--- src/rtl/random_n.sv ---
// rtl/random_n.sv - draws up to K distinct random (X,Y) centroids from a 16-bit Galois LFSR
// and presents them one at a time on a valid/ready handshake.
module random_n #(
    parameter int COOR_W   = 9,
    parameter int COOR_MAX = 479,
    parameter int MAX_K    = 8,
    parameter int QUAN_W   = 4,
    parameter int IDX_W    = 3
) (
    input  logic              RandomN_clk,
    input  logic              RandomN_rst,
    input  logic              Group_start,
    input  logic [QUAN_W-1:0] Group_quanI,
    input  logic              Seed_load,
    input  logic [15:0]       Seed_val,
    input  logic              Group_ready,
    output logic [COOR_W-1:0] Group_coorX,
    output logic [COOR_W-1:0] Group_coorY,
    output logic [IDX_W-1:0]  Group_idx,
    output logic [QUAN_W-1:0] Group_quanO,
    output logic              Group_valid,
    output logic              Group_busy,
    output logic              Group_done
);

    typedef enum logic [2:0] {
        IDLE,
        GEN_X,
        GEN_Y,
        CHECK,
        OUT,
        DONE
    } state_t;

    localparam logic [15:0]       LFSR_MASK = 16'hB400;
    localparam logic [15:0]       LFSR_INIT = 16'hACE1;
    localparam logic [COOR_W-1:0] CMAX      = COOR_W'(COOR_MAX);
    localparam logic [QUAN_W-1:0] KMAX      = QUAN_W'(MAX_K);

    state_t            state;
    state_t            stateNext;
    logic [15:0]       lfsr;
    logic [15:0]       lfsrStep;
    logic [COOR_W-1:0] cand;
    logic              candOk;
    logic              seedTake;
    logic              startTake;
    logic              match;
    logic              lastIdx;
    logic [QUAN_W-1:0] kEff;
    logic [COOR_W-1:0] coorX;
    logic [COOR_W-1:0] coorY;
    logic [IDX_W-1:0]  idx;
    logic [QUAN_W-1:0] quanO;
    logic [COOR_W-1:0] storeX [MAX_K];
    logic [COOR_W-1:0] storeY [MAX_K];

    assign lfsrStep  = lfsr[0] ? ((lfsr >> 1) ^ LFSR_MASK) : (lfsr >> 1);
    assign cand      = lfsr[COOR_W-1:0];
    assign candOk    = (cand <= CMAX);
    assign seedTake  = (state == IDLE) && Seed_load;
    assign startTake = (state == IDLE) && Group_start && !Seed_load;
    assign kEff      = (Group_quanI > KMAX) ? KMAX : Group_quanI;
    assign lastIdx   = (int'(idx) == int'(quanO) - 1);

    // Only slots filled earlier in this run take part in the duplicate check.
    always_comb begin
        match = 1'b0;
        for (int i = 0; i < MAX_K; i++) begin
            if (i < int'(idx) && storeX[i] == coorX && storeY[i] == coorY) begin
                match = 1'b1;
            end
        end
    end

    always_ff @(posedge RandomN_clk or posedge RandomN_rst) begin
        if (RandomN_rst) begin
            state <= IDLE;
        end else begin
            state <= stateNext;
        end
    end

    always_comb begin
        stateNext = state;
        case (state)
            IDLE:    if (startTake) stateNext = (kEff == '0) ? DONE : GEN_X;
            GEN_X:   if (candOk) stateNext = GEN_Y;
            GEN_Y:   if (candOk) stateNext = CHECK;
            CHECK:   stateNext = match ? GEN_X : OUT;
            OUT:     if (Group_ready) stateNext = lastIdx ? DONE : GEN_X;
            DONE:    stateNext = IDLE;
            default: stateNext = IDLE;
        endcase
    end

    always_ff @(posedge RandomN_clk or posedge RandomN_rst) begin
        if (RandomN_rst) begin
            lfsr  <= LFSR_INIT;
            coorX <= '0;
            coorY <= '0;
            idx   <= '0;
            quanO <= '0;
            for (int i = 0; i < MAX_K; i++) begin
                storeX[i] <= '0;
                storeY[i] <= '0;
            end
        end else begin
            // A zero seed would lock the LFSR, so it is replaced by the reset value.
            if (seedTake) begin
                lfsr <= (Seed_val == 16'h0000) ? LFSR_INIT : Seed_val;
            end else begin
                lfsr <= lfsrStep;
            end
            if (startTake) begin
                quanO <= kEff;
                idx   <= '0;
            end
            if (state == GEN_X && candOk) coorX <= cand;
            if (state == GEN_Y && candOk) coorY <= cand;
            if (state == CHECK && !match) begin
                for (int i = 0; i < MAX_K; i++) begin
                    if (i == int'(idx)) begin
                        storeX[i] <= coorX;
                        storeY[i] <= coorY;
                    end
                end
            end
            if (state == OUT && Group_ready && !lastIdx) idx <= idx + IDX_W'(1);
        end
    end

    assign Group_coorX = coorX;
    assign Group_coorY = coorY;
    assign Group_idx   = idx;
    assign Group_quanO = quanO;
    assign Group_valid = (state == OUT);
    assign Group_busy  = (state != IDLE);
    assign Group_done  = (state == DONE);

endmodule

--- config.mk ---
export PLATFORM = sky130hd
export DESIGN_NAME = random_n
export DESIGN_NICKNAME = d
export VERILOG_FILES = /design/src/rtl/random_n.sv
export SDC_FILE = /design/constraint.sdc
export NUM_CORES = 1
export LEC_CHECK = 0
export ABC_CLOCK_PERIOD_IN_PS = 12800
export CAP_MARGIN = 20
export CORE_ASPECT_RATIO = 0.8
export CORE_MARGIN = 3
export CORE_UTILIZATION = 30
export CTS_BUF_LIST = sky130_fd_sc_hd__clkbuf_8
export DETAILED_ROUTE_END_ITERATION = 10
export GPL_TIMING_DRIVEN = 0
export SLEW_MARGIN = 30
export SYNTH_ARGS = -nofsm -noshare
export SYNTH_HDL_FRONTEND = slang
export SYNTH_SLANG_ARGS = --single-unit
--- constraint.sdc ---
create_clock -name RandomN_clk -period 12.8 [get_ports RandomN_clk]
set_clock_uncertainty 0.1 [all_clocks]
set_input_delay 3.2 -clock RandomN_clk [delete_from_list [all_inputs] [get_ports RandomN_clk]]
set_output_delay 3.2 -clock RandomN_clk [all_outputs]
set_load 0.03 [all_outputs]
==> impl_summary.md <==
Detailed routing
The vias per cell is between 4 and 5. The count of nets left with antenna violations once routing finished came out at 0. The average routed wire per standard cell is 20.0 um. After the first detailed-routing iteration, the DRC count stood at roughly 400. The routed wire length is approximately 22 mm. For this run, design rule violations remaining after detail routing come to 0. The number of search-and-repair iterations in the first detailed-routing pass is 6.

For this block, the via count after detailed routing is 5,309.

Timing
Setup repair after global routing left no endpoint under its margin. The final hold violation count was 0. The ratio of final minimum period to clock period is between 40% and 50%. The post-layout minimum cycle time is 5410 ps.

For the pin with the worst max-slew slack, the measured transition is between 900 and 1000 ps. The setup violation total in the final timing report is 0. The worst hold margin is 391 ps.

The relative max-transition margin is ~37%. The final count of pins violating max slew came to 0. The setup TNS after final layout is 0 ps. Static timing analysis puts the maximum clock frequency at between 150 and 200 MHz.

CTS
The clock tree buffer depth is 2. Clock tree synthesis inserted a total of 17 buffers. Clock-pin slew was measured on the worst setup and hold paths at ~90 ps. TritonCTS built the clock tree. The cell chosen for the clock root is sky130_fd_sc_hd__clkbuf_8.

The clock latency on the worst-skew pair is roughly 470 ps. The H-tree generated during clock tree synthesis spans 4 levels. The setup fix buffers added after clock tree synthesis is 0.

For this design, the sink count on the clock tree is 170. In this run, post-CTS hold repair placed 0 buffers. Post-CTS repair changed the size of 0 cells.

Min path
The worst hold path belongs to the class flip-flop to flip-flop.

Synthesis
The sequential-to-total area share from yosys stat is 49.1%. The synthesized area is between 8000 and 9000 sq um. The synthesized instance count is 656. Sorting the synthesized cells by area gives the leading types as sky130_fd_sc_hd__dfrtp_1, sky130_fd_sc_hd__mux2_2, sky130_fd_sc_hd__xor2_1. The most instantiated library cell after synthesis is sky130_fd_sc_hd__dfrtp_1. The count of synthesis-stage warnings from yosys is 0.

The number of flops mapped to enable cells by yosys is 0. The top cell type by total area after synthesis is sky130_fd_sc_hd__dfrtp_1. The number of different library cells used by synthesis comes to 43. The post-synthesis area per instance is between 10 and 15 sq um. After synthesis the netlist holds a flip-flop and latch count of 170. The synthesized netlist net count is slightly below 700. In the synthesized netlist the async set-or-reset flop fraction comes to 100%. The commonest cells after synthesis are sky130_fd_sc_hd__dfrtp_1, sky130_fd_sc_hd__mux2_2, sky130_fd_sc_hd__xor2_1. The most used flip-flop cell after synthesis is sky130_fd_sc_hd__dfrtp_1. The fraction of synthesized cell area taken by the top area cell type is a little under half.

Final layout
From synthesis to final layout, the design area changed by 16.4%. The layout cell share with drive strength beyond 1 is 33.7%. 0 antenna diodes ended up in the layout.

The number of nets in the layout is 760. Counting the fill cells in the layout gives 2,826.

Floorplan
From bottom edge to top edge, the die measures ~160 um. The starting utilization of the core area is between 30% and 40%. The floorplan step defined a die boundary enclosing about 31,000 sq um. The number of ports placed on the die boundary is between 50 and 60.

The total core area is 28,400 sq um. Measured along the x axis, the die boundary spans 196 um. The initialized floorplan defines between 50 and 60 standard-cell rows.

Setup path
STA puts the critical path data required time at ~9500 ps. The startpoint class of the critical path is a flip-flop. The worst setup path is captured at an output pin. The arrival time of the worst setup path is between 2000 and 2500 ps. The critical path in this run is classified as flip-flop to output pin.

The critical-path maximum fanout is 9.

Place
The HPWL after detailed placement is 15.9 mm. In this run the tool buffered the top-level ports with between 50 and 60 buffer cells. The final weighted congestion of routability-driven global placement is approximately 0.8.

GRT
Global routing used around 15% of the available tracks. The via count of the first global-routing pass is 5,459. The total congestion overflow after global routing is 0. The first global-routing pass estimated around 34 mm of wire. Entering global routing, the biggest net connects 88 pins.

The initial antenna violation count is 0.

Pwr
The power density normalized to cell area is ~240 nW/um^2. In this run the static leakage power is 4.42 nW. The worst-case IR drop observed on VDD is 0.000118 V.

Run
Across the run, the number of max-cap violations was 0.

Run status
The run finished with clean final reports.
[through the flow]
step | instances | instance area, sq um | power, mW | worst slack, ps | utilization [%]
floorplan | 656 | 8690 | 1.69 | 4910 | -
global route | 1112 | 10100 | 2.58 | 7150 | 35.6
global placement | 1078 | 9670 | 2.05 | 2150 | 34.0
finish | 1112 | 10100 | 2.43 | 7390 | 35.6
CTS | 1112 | 10100 | 2.46 | 7320 | 35.6
detailed placement | 1080 | 9720 | 2.06 | 7620 | 34.2
[power breakdown]
group          internal (mW)  switching [mW]  total (mW)
Combinational          0.556           0.621        1.18
Sequential             0.727           0.137       0.864
Clock                  0.179           0.213       0.392
[flip-flops by register name, indices dropped and copies added (netlist names)]
name / count
storeX: 63
Group_quanO: 4
Group_idx: 3
state: 3
storeY: 63
Group_coorX: 9
Group_coorY: 9
lfsr: 16
[placed cells by master (no fill, tap or decap), types with 10 or more instances in the layout]
master,instances
sky130_fd_sc_hd__buf_4,14
sky130_fd_sc_hd__o22a_1,13
sky130_fd_sc_hd__mux2_2,137
sky130_fd_sc_hd__mux2_4,10
sky130_fd_sc_hd__nor3_1,11
sky130_fd_sc_hd__nand2_1,10
sky130_fd_sc_hd__nor4_1,26
sky130_fd_sc_hd__nand4_1,13
sky130_fd_sc_hd__clkbuf_8,18
sky130_fd_sc_hd__dfrtp_1,162
sky130_fd_sc_hd__inv_1,11
sky130_fd_sc_hd__buf_6,25
sky130_fd_sc_hd__clkdlybuf4s50_1,52
sky130_fd_sc_hd__xnor2_1,40
sky130_fd_sc_hd__xor2_1,92
[critical path: stages, from the launching register on]
cell                              delay, ps
sky130_fd_sc_hd__dfrtp_1                360
sky130_fd_sc_hd__buf_2                  160
sky130_fd_sc_hd__nor3_1                 450
sky130_fd_sc_hd__inv_1                   80
sky130_fd_sc_hd__clkdlybuf4s50_1        600
[kinds of logic after synthesis]
family	after synthesis	synth area share, %
fa+ha+maj	6	0.864
compound gates	33	2.69
mux	150	19.8
buf+inv	66	6.55
xor+xnor	132	13.3
flops	170	49.1
simple gates	99	7.66
[area by class of cell]
cell class | count | area, sq um | share of cell area, %
sequential | 170 | 4260 | 42.2
multi-input combinational | 420 | 3860 | 38.2
timing repair buffer | 54 | 556 | 5.50
buffer | 54 | 524 | 5.19
tap | 370 | 463 | 4.58
clock buffer | 18 | 248 | 2.45
clock inverter | 14 | 144 | 1.42
inverter | 12 | 52.6 | 0.520
[layer usage]
metal	GRT usage (%)	vias to the layer above	part of all wire, %	routed length, um
li1	-	2426	-	-
met1	22.6	2732	49	10900
met2	21.3	139	41	9200
met3	3.94	12	8.4	1870
met4	3.56	0	1.0	229
met5	0	-	0	0
[worst paths after layout]
kind	from	endpoint	slack (ps)	depth (start not counted)
setup / recovery	state[0]	Group_busy	7390	4
hold / removal	lfsr[12]	lfsr[11]	390	1
setup reg to reg	Group_coorY[4]	storeX[15]	9280	9
hold reg to reg	lfsr[12]	lfsr[11]	390	1
max in group asynchronous	RandomN_rst	lfsr[7]	8580	3
min in group asynchronous	RandomN_rst	storeY[27]	3140	2
No activity file was read; power rests on OpenSTA's default activity.
